`config.mk`:
```
export PLATFORM = sky130hd
export DESIGN_NAME = a51_cipher_streamer_flat
export DESIGN_NICKNAME = d
export VERILOG_FILES = /design/src/rtl/a51_pkg.sv /design/src/rtl/a51_cipher_streamer_if.sv /design/src/rtl/a51_byte_fifo.sv /design/src/rtl/a51_cipher_streamer.sv /design/src/flat_wrapper.sv
export SDC_FILE = /design/constraint.sdc
export NUM_CORES = 1
export LEC_CHECK = 0
export ABC_AREA = 0
export CORE_UTILIZATION = 40
export DETAILED_ROUTE_END_ITERATION = 6
export DONT_BUFFER_PORTS = 1
export PLACE_DENSITY_LB_ADDON = 0.2
export SLEW_MARGIN = 30
export SYNTH_ARGS = -nofsm -noshare
export SYNTH_HDL_FRONTEND = slang
export SYNTH_SLANG_ARGS = --single-unit
```
`constraint.sdc`:
```
create_clock -name clk -period 1.95 [get_ports clk]
set_input_delay 0.585 -clock clk [delete_from_list [all_inputs] [get_ports clk]]
set_output_delay 0.585 -clock clk [all_outputs]
set_load 0.01 [all_outputs]
```
`src/rtl/a51_pkg.sv`:
```
// Shared definitions for the A5/1 cipher streamer: FSM state type and
// message/keystream sizing constants.
package a51_pkg;

  localparam int A51_MSG_BYTES = 28;
  localparam int A51_KS_BITS   = 224;
  localparam int A51_BYTE_W    = 8;

  typedef enum logic [1:0] {
    IDLE    = 2'd0,
    COLLECT = 2'd1,
    DRAIN   = 2'd2,
    DONE    = 2'd3
  } a51_state_t;

endpackage

```
`src/rtl/a51_cipher_streamer_if.sv`:
```
// Ciphertext byte stream toward the LCD character driver.
// Handshake: a byte transfers on a rising clock edge where out_valid and
// out_ready are both 1. While out_valid=1 and out_ready=0 the master holds
// out_byte stable. out_valid does not depend on out_ready.
interface a51_cipher_streamer_if;
  import a51_pkg::*;

  logic                  out_valid;
  logic                  out_ready;
  logic [A51_BYTE_W-1:0] out_byte;

  modport master (output out_valid, output out_byte, input out_ready);
  modport slave  (input out_valid, input out_byte, output out_ready);

endinterface

```
`src/rtl/a51_byte_fifo.sv`:
```
// Small synchronous byte FIFO with first-word-visible read data.
// A push on a full FIFO only succeeds when a pop happens in the same cycle.
// flush empties the FIFO and has priority over push/pop.
module a51_byte_fifo
  import a51_pkg::*;
#(
  parameter int DEPTH = 4
) (
  input  logic                    clk,
  input  logic                    reset,
  input  logic                    flush,
  input  logic                    push,
  input  logic                    pop,
  input  logic [A51_BYTE_W-1:0]   din,
  output logic [A51_BYTE_W-1:0]   dout,
  output logic                    empty,
  output logic                    full,
  output logic [$clog2(DEPTH):0]  count
);

  localparam int AW = $clog2(DEPTH);
  localparam int CW = AW + 1;

  logic [A51_BYTE_W-1:0] mem [DEPTH];
  logic [AW-1:0]         wr_ptr;
  logic [AW-1:0]         rd_ptr;
  logic                  do_push;
  logic                  do_pop;

  assign empty   = (count == '0);
  assign full    = (count == CW'(DEPTH));
  assign do_pop  = pop & ~empty;
  assign do_push = push & (~full | pop);
  // Empty FIFO presents zero so the output bus is quiet between bursts.
  assign dout    = empty ? '0 : mem[rd_ptr];

  // Pointer, occupancy and storage update.
  always_ff @(posedge clk or posedge reset) begin
    if (reset) begin
      wr_ptr <= '0;
      rd_ptr <= '0;
      count  <= '0;
      for (int i = 0; i < DEPTH; i++) mem[i] <= '0;
    end else if (flush) begin
      wr_ptr <= '0;
      rd_ptr <= '0;
      count  <= '0;
    end else begin
      if (do_push) begin
        mem[wr_ptr] <= din;
        wr_ptr      <= wr_ptr + AW'(1);
      end
      if (do_pop) rd_ptr <= rd_ptr + AW'(1);
      if (do_push && !do_pop)      count <= count + CW'(1);
      else if (do_pop && !do_push) count <= count - CW'(1);
    end
  end

endmodule

```
`src/rtl/a51_cipher_streamer.sv`:
```
// A5/1 ciphertext streamer: packs the serial keystream into bytes, XORs each
// with the matching message byte and streams the result out through a small
// FIFO. Optional macro A51_CIPHER_BYTECOUNT_EN adds a saturating count of
// delivered bytes on sent_count.
module a51_cipher_streamer
  import a51_pkg::*;
#(
  parameter int MSG_BYTES  = A51_MSG_BYTES,
  parameter int FIFO_DEPTH = 4
) (
  input  logic                    clk,
  input  logic                    reset,
  input  logic                    start,
  input  logic                    ks_valid,
  input  logic                    ks_bit,
  output logic [4:0]              msg_index,
  input  logic [A51_BYTE_W-1:0]   msg_byte,
  a51_cipher_streamer_if.master   stream,
  output logic                    busy,
  output logic                    done,
  output logic                    overflow,
`ifdef A51_CIPHER_BYTECOUNT_EN
  output logic [5:0]              sent_count,
`endif
  output a51_state_t              state_dbg
);

  localparam int CW = $clog2(FIFO_DEPTH) + 1;

  a51_state_t            state;
  a51_state_t            next_state;
  logic [2:0]            bit_cnt;
  logic [4:0]            byte_idx;
  logic [6:0]            shift;
  logic                  pop_fire;
  logic                  byte_done;
  logic                  push;
  logic                  last_byte;
  logic [A51_BYTE_W-1:0] push_byte;
  logic                  fifo_empty;
  logic                  fifo_full;
  logic [CW-1:0]         fifo_count;

  assign msg_index        = byte_idx;
  assign state_dbg        = state;
  assign stream.out_valid = ~fifo_empty;
  assign pop_fire         = ~fifo_empty & stream.out_ready;
  assign byte_done        = (state == COLLECT) & ks_valid & (bit_cnt == 3'd7);
  assign push             = byte_done & ~start;
  assign last_byte        = (byte_idx == 5'(MSG_BYTES - 1));
  assign push_byte        = {shift, ks_bit} ^ msg_byte;

  a51_byte_fifo #(.DEPTH(FIFO_DEPTH)) u_fifo (
    .clk   (clk),
    .reset (reset),
    .flush (start),
    .push  (push),
    .pop   (pop_fire),
    .din   (push_byte),
    .dout  (stream.out_byte),
    .empty (fifo_empty),
    .full  (fifo_full),
    .count (fifo_count)
  );

  // FSM state register.
  always_ff @(posedge clk or posedge reset) begin
    if (reset) state <= IDLE;
    else       state <= next_state;
  end

  // FSM next state; start re-arms from any state and wins over everything.
  always_comb begin
    next_state = state;
    if (start) begin
      next_state = COLLECT;
    end else begin
      case (state)
        IDLE:    next_state = IDLE;
        COLLECT: if (byte_done && last_byte) next_state = DRAIN;
        DRAIN:   if (fifo_empty || (fifo_count == CW'(1) && pop_fire)) next_state = DONE;
        DONE:    next_state = DONE;
        default: next_state = IDLE;
      endcase
    end
  end

  // FSM outputs.
  always_comb begin
    busy = 1'b0;
    done = 1'b0;
    case (state)
      COLLECT, DRAIN: busy = 1'b1;
      DONE:           done = 1'b1;
      default:        ;
    endcase
  end

  // Bit packing, byte index and sticky overflow; a dropped byte still advances.
  always_ff @(posedge clk or posedge reset) begin
    if (reset) begin
      bit_cnt  <= '0;
      byte_idx <= '0;
      shift    <= '0;
      overflow <= 1'b0;
    end else if (start) begin
      bit_cnt  <= '0;
      byte_idx <= '0;
      shift    <= '0;
      overflow <= 1'b0;
    end else if (state == COLLECT && ks_valid) begin
      shift   <= {shift[5:0], ks_bit};
      bit_cnt <= bit_cnt + 3'd1;
      if (bit_cnt == 3'd7) begin
        byte_idx <= byte_idx + 5'd1;
        if (fifo_full && !pop_fire) overflow <= 1'b1;
      end
    end
  end

`ifdef A51_CIPHER_BYTECOUNT_EN
  // Saturating count of bytes handed to the LCD path.
  always_ff @(posedge clk or posedge reset) begin
    if (reset)                              sent_count <= '0;
    else if (start)                         sent_count <= '0;
    else if (pop_fire && sent_count != 6'd63) sent_count <= sent_count + 6'd1;
  end
`endif

endmodule

```
`src/flat_wrapper.sv`:
```
// flat-port wrapper written by rule: the top's interface ports become plain ports
module a51_cipher_streamer_flat import a51_pkg::*;
#(
  parameter int MSG_BYTES  = A51_MSG_BYTES,
  parameter int FIFO_DEPTH = 4
)
  (clk, reset, start, ks_valid, ks_bit, msg_index, msg_byte, busy, done, overflow, state_dbg, stream_out_valid, stream_out_byte, stream_out_ready);
  a51_cipher_streamer_if stream_i ();
  input  logic clk;
  input  logic reset;
  input  logic start;
  input  logic ks_valid;
  input  logic ks_bit;
  output logic [4:0] msg_index;
  input  logic [A51_BYTE_W-1:0] msg_byte;
  output logic busy;
  output logic done;
  output logic overflow;
  output a51_state_t state_dbg;
  output wire logic [$bits(stream_i.out_valid)-1:0] stream_out_valid;
  output wire logic [$bits(stream_i.out_byte)-1:0] stream_out_byte;
  input wire logic [$bits(stream_i.out_ready)-1:0] stream_out_ready;
  assign stream_out_valid = stream_i.out_valid;
  assign stream_out_byte = stream_i.out_byte;
  assign stream_i.out_ready = stream_out_ready;
  a51_cipher_streamer #(.MSG_BYTES(MSG_BYTES), .FIFO_DEPTH(FIFO_DEPTH)) u_core (.clk(clk), .reset(reset), .start(start), .ks_valid(ks_valid), .ks_bit(ks_bit), .msg_index(msg_index), .msg_byte(msg_byte), .stream(stream_i), .busy(busy), .done(done), .overflow(overflow), .state_dbg(state_dbg));
endmodule
```
* Word level (Yosys, flattened, before mapping)
Index checks and enable logic that the tools add are counted.
** Storage, ports and cells
- Memories :: 0
- Bits in registers :: 57
- Latch bits :: 0
- Input bits :: 14
- RAM bits :: 0
- Memory bits (read-only) :: 0
- Output and inout port bits :: 19
** Operators by class
- Bitwise logic cells :: 13
- Magnitude comparators :: 3
- Multiplexer cells :: 31
- Multiply operators :: 0
- Shift operators :: 0
- Reductions and logical operators :: 24
- Eq/ne operators :: 9
- Add/subtract/negate cells :: 6
- Div/mod/pow operators :: 0
** Operator list (count)
- $bwmux 32 :: 1
- $mux 8 :: 4
- $bmux 8 s2 :: 1
- $demux 8 s2 :: 1
- $mux 3 :: 5
- $mux 5 :: 3
- $mux 2 :: 7
- $mux 7 :: 2
- $reduce_bool 2->1 :: 5
- $pmux 2 s4 :: 1
- $xor 8x8->8 :: 1
- $logic_and 1x1->1 :: 7
- $add 3x1->3 const B :: 2
- $and 1x1->1 :: 6
- $eq 3x3->1 const B :: 2
- $ge 3x3->1 const B :: 2
- $mux 1 :: 6
- $ne 3x2->1 const B :: 2
- $not 2->3 :: 2
- $reduce_and 2->1 :: 3
- $add 5x1->5 const B :: 1
- $eq 5x5->1 const B :: 1
- $add 2x1->2 const B :: 2
- $eq 2x2->1 const B :: 2
- other kinds (13) :: 17

* Logic depth before layout (Yosys ltp)
- Depth after elaboration :: 10
- Depth in mapped cells :: 9
- Depth with buffers taken out :: 6

* Modules after synthesis
Synthesis repeated with hierarchy kept, for this count alone.
** Second synthesis, totals
- Cells, all modules :: 237
- Area total of the unflattened synthesis :: 2897.8 µm²
** By module, submodules not included
- a51_byte_fifo :: instances 1, area an instance 1918.1 µm², cells each 136, seq. area each 975.9 µm²
- a51_cipher_streamer :: instances 1, area an instance 979.7 µm², cells each 101, seq. area each 450.4 µm²

* Worst setup path after synthesis
OpenSTA, ideal clock, no wires.
- Kind :: flip-flop to flip-flop
- Start :: register u_core.u_fifo.count[0]
- End :: register u_core.u_fifo.count[2]
- Cell stages (with the launch flop) :: 7
- Required time :: 1.822 ns
- Setup slack :: -0.133 ns
- Clock period less this slack :: 2.083 ns
- Path buffers :: 0
- Data arrival time :: 1.956 ns
- Path through :: dfrtp_1 > inv_1 > ha_1 > mux2_4 > or4_1 > a211oi_2 > mux2_1
** On the way
- Cells in the longest elaborated chain, start to end :: 8
- Elaborated cells on any way between the ends :: 18
- Classes of those cells :: 2 x add/sub; 1 x eq/ne; 3 x mux; 6 x bitwise; 6 x reduce/logical
** Ends and longest elaborated chain
- start, declared :: RTL line a51_byte_fifo.sv:18 : output logic [$clog2(DEPTH):0] count
- start signal, assigned :: RTL line a51_byte_fifo.sv:54 : if (do_push && !do_pop) count <= count + CW'(1);
- start signal, assigned :: RTL line a51_byte_fifo.sv:55 : else if (do_pop && !do_push) count <= count - CW'(1);
- $logic_not 3->1 :: RTL line a51_byte_fifo.sv:30 : assign empty = (count == '0);
- $not 1->1 :: RTL line a51_byte_fifo.sv:32, a51_cipher_streamer.sv:47
- $and 1x1->1 :: RTL line a51_cipher_streamer.sv:47 : assign pop_fire = ~fifo_empty & stream.out_ready;
- $or 1x1->1 or $and 1x1->1 (tied branches) :: RTL line a51_byte_fifo.sv:33, a51_byte_fifo.sv:32
- $and 1x1->1 or $logic_not 1->1 (tied branches) :: RTL line a51_byte_fifo.sv:33, a51_byte_fifo.sv:54
- $logic_and 1x1->1 or $logic_not 1->1 (tied branches) :: RTL line a51_byte_fifo.sv:54, a51_byte_fifo.sv:55
- $mux 3 or $logic_and 1x1->1 (tied branches) :: RTL line a51_byte_fifo.sv:54, a51_byte_fifo.sv:55
- $mux 3 or $reduce_bool 3->1 (tied branches)
Several ways; a longest one is shown, not always the timed one. The select of a mux whose other input is x is not followed.
A chain may end at the register's enable or synchronous reset.

* Worst setup path in the final report
- Start :: register u_core.u_fifo.rd_ptr[0]
- End :: output stream_out_byte[5]
** On the way
- Cells in the longest elaborated chain, start to end :: 5
** Ends and longest elaborated chain
- start, declared :: RTL line a51_byte_fifo.sv:26 : logic [AW-1:0] rd_ptr;
- start signal, assigned :: RTL line a51_byte_fifo.sv:53 : if (do_pop) rd_ptr <= rd_ptr + AW'(1);
- $not 2->3 (implied by the code) :: RTL line a51_byte_fifo.sv:35 : assign dout = empty ? '0 : mem[rd_ptr];
- $bmux 8 s2 :: RTL line a51_byte_fifo.sv:35
- $mux 8 (implied by the code) (2 in a row) :: RTL line a51_byte_fifo.sv:35
- $mux 8 :: RTL line a51_byte_fifo.sv:35
- end, declared :: RTL line flat_wrapper.sv:21 : output wire logic [$bits(stream_i.out_byte)-1:0] stream_out_byte;
Every way passes these cells. The select of a mux whose other input is x is not followed.

==> results.cfg <==
[run_status]
status = finished with violations
violations = setup timing

[setup_path]
critPathKind = reg2out
critPathArrivalTime_ns = 1.56
timing.rr.start = u_core.u_fifo.count[1]
cp-startpoint = u_core.u_fifo.rd_ptr[0]
cp-end-kind = output pin
critPathMaxFanout = 5
crit_required_ns = 1.36
crit_buf_inv = 1
start_kind = flip-flop
slowest_stage = mux4_2
crit_family = multiplexers
worstPathCellList = buf_6 -> mux4_2 -> and2_4
crit_path_max_incr_delay_ns = 0.51

[timing]
finalMaxSlewViolations = 0
rsz0062_at_grt = yes
fin_crit_sh_pct = 110
max_clock_freq_mhz = 466
slew-limit-headroom_pct = 70.3
period_needed_ns = 2.15
finalSetupViolCount = 9
clock-skew-final_ns = 0.0104
report.final.hold_viol_count = 0
tightestPinTransition_ns = 0.442
holdWs_ns = 0.202
fin_ws_ns = -0.196
fin_tns_setup_ns = -1.24

[global_route]
antenna_found_initial = 0
grt_pass1_vias = 2006
grt_max_degree = 58
grt_pass1_wl_um = 10000
grt.overflow.total = 0
track_usage_pct = 18.1

[yosys]
synthCells = 277
ys.flop_type = dfrtp_1
synth_top_cell_area_share_pct = 50.5
synth_seq_cells = 57
syn_nets = 306
synth.cell_area_sq_mm = 0.00282
synth-seq-area-share_pct = 50.5
ys_types = 33
ys_async_sr_fraction_pct = 100
yosysWarnings = 0
yosys.area.top_type = dfrtp_1
synth.area.top_cells = dfrtp_1 51%, nand2_1 7.6%, ha_1 6.6%
synth_edf_count = 0
syn_area_per_cell_sq_um = 10.2
ys_top_cells_by_count = 57 x dfrtp_1, 57 x nand2_1, 35 x o21ai_0

[layout]
multi_input_area_sq_mm = 0.00135
areaGrowthSynthToFinish_pct = 21.9
diodes = 0
drive_gt1_share_pct = 23.5
fill_cells = 640
seq_area_sq_mm = 0.00143
nets = 339

[clock_network]
cts_hold_buf = 0
root_buffer = clkbuf_8
htreeDepth = 3
cts_buffers = 9
cts_sinks = 57
clock_latency_ns = 0.33
cts_tree = done
cts_buffer_depth = 2
clk_pin_slew_ns = 0.06

[floorplan]
die-area_sq_mm = 0.00740
die_h_um = 86.0
fp.coreArea_sq_mm = 0.00679
start_util_pct = 41.5
ios = 33
row_count = 30
die_w_um = 86.0

[place]
place_worst_setup_slack_ns = -0.0653
hpwl_um = 3870
port_buffers = 0
place_congestion = 0.751

[routing]
num_vias = 2029
routed_wl_um = 5950
ant_nets = 0
wire_per_inst_um = 14.5
dr.first_iter.drc_count = 130
routed_via_density = 4.94
drc = 0
first_pass_iters = 4

[pwr]
powerDensity_mw_per_mm2 = 1090
p_leak_nw = 1.53
p_total_mw = 3.75
vdd_drop_max_mv = 0.552

[hold_path]
hold_path.class = in2async

[flow_run]
drv_cap = 0
[kinds of logic (layout without fill, tap and decap cells)]
kind of cell	after synthesis	in the layout	share of synthesized area (%)
compound gates	57	57	11.1
simple gates	98	98	15.6
flops	57	57	50.5
fa+ha+maj	15	15	6.65
mux	12	12	8.02
xor+xnor	16	16	4.96
buf+inv	22	60	3.15
[cell usage in the layout (no fill, tap or decap), drive strengths merged, types with 9 or more instances in the layout]
master   n
nand2   57
dfrtp   57
o21ai   35
buf     35
a21oi   15
ha      15
nor2    12
xnor2   11
clkbuf  11
and2     9
inv      9
[through the flow]
stage	instances	util (%)	cell area, sq um
after global placement	384	45.8	3110
after CTS	410	50.9	3460
final	411	50.6	3440
after global routing	411	50.6	3440
after floorplan	277	-	2830
after detailed placement	384	45.8	3110
[cell type report]
cell class / count / share of cell area [%]
Sequential cell: 57 / 41.5
Multi-Input combinational cell: 198 / 39.3
Timing Repair Buffer: 35 / 9.02
Clock buffer: 11 / 4.11
Tap cell: 96 / 3.49
Clock inverter: 5 / 1.56
Inverter: 9 / 1.09
[power breakdown]
group / switching (mW) / internal, mW
sequential: 0.0375 / 1.24
combinational: 0.665 / 0.714
clock: 0.466 / 0.623
total: 1.17 / 2.58
[path summary, 6_finish.rpt]
path | to | slack [ns] | depth (start not counted)
setup / recovery | stream_out_byte[5] | -0.20 | 3
hold / removal | u_core.u_fifo.mem[30] | 0.20 | 2
setup reg to reg | u_core.u_fifo.count[2] | -0.04 | 6
hold reg to reg | u_core.u_fifo.mem[21] | 0.48 | 2
max in group asynchronous | u_core.bit_cnt[2] | 1.49 | 2
min in group clk | u_core.overflow | 0.32 | 1
[state kept, by name (all words and copies together), names as in the netlist]
register and count:
u_core.u_fifo.mem 32, u_core.shift 7, u_core.msg_index 5, u_core.bit_cnt 3, u_core.u_fifo.count 3, u_core.state_dbg 2
u_core.u_fifo.rd_ptr 2, u_core.u_fifo.wr_ptr 2, u_core.overflow 1
[layer usage]
metal  routed length, um  GRT usage, %  vias up
li1                    -             -     1006
met1                2840          24.6      982
met2                2810          26.8       33
met3                 219          6.16        8
met4                  91          6.67        0
met5                   0             0        -
[repair_timing]
action                     4_1_cts  5_1_grt
pin swaps                        7        4
setup endpoints to repair       10       12
resized for setup               19        6
cloned                           2        0
setup buffers                    8        3
(Power assumes the default switching activity.)
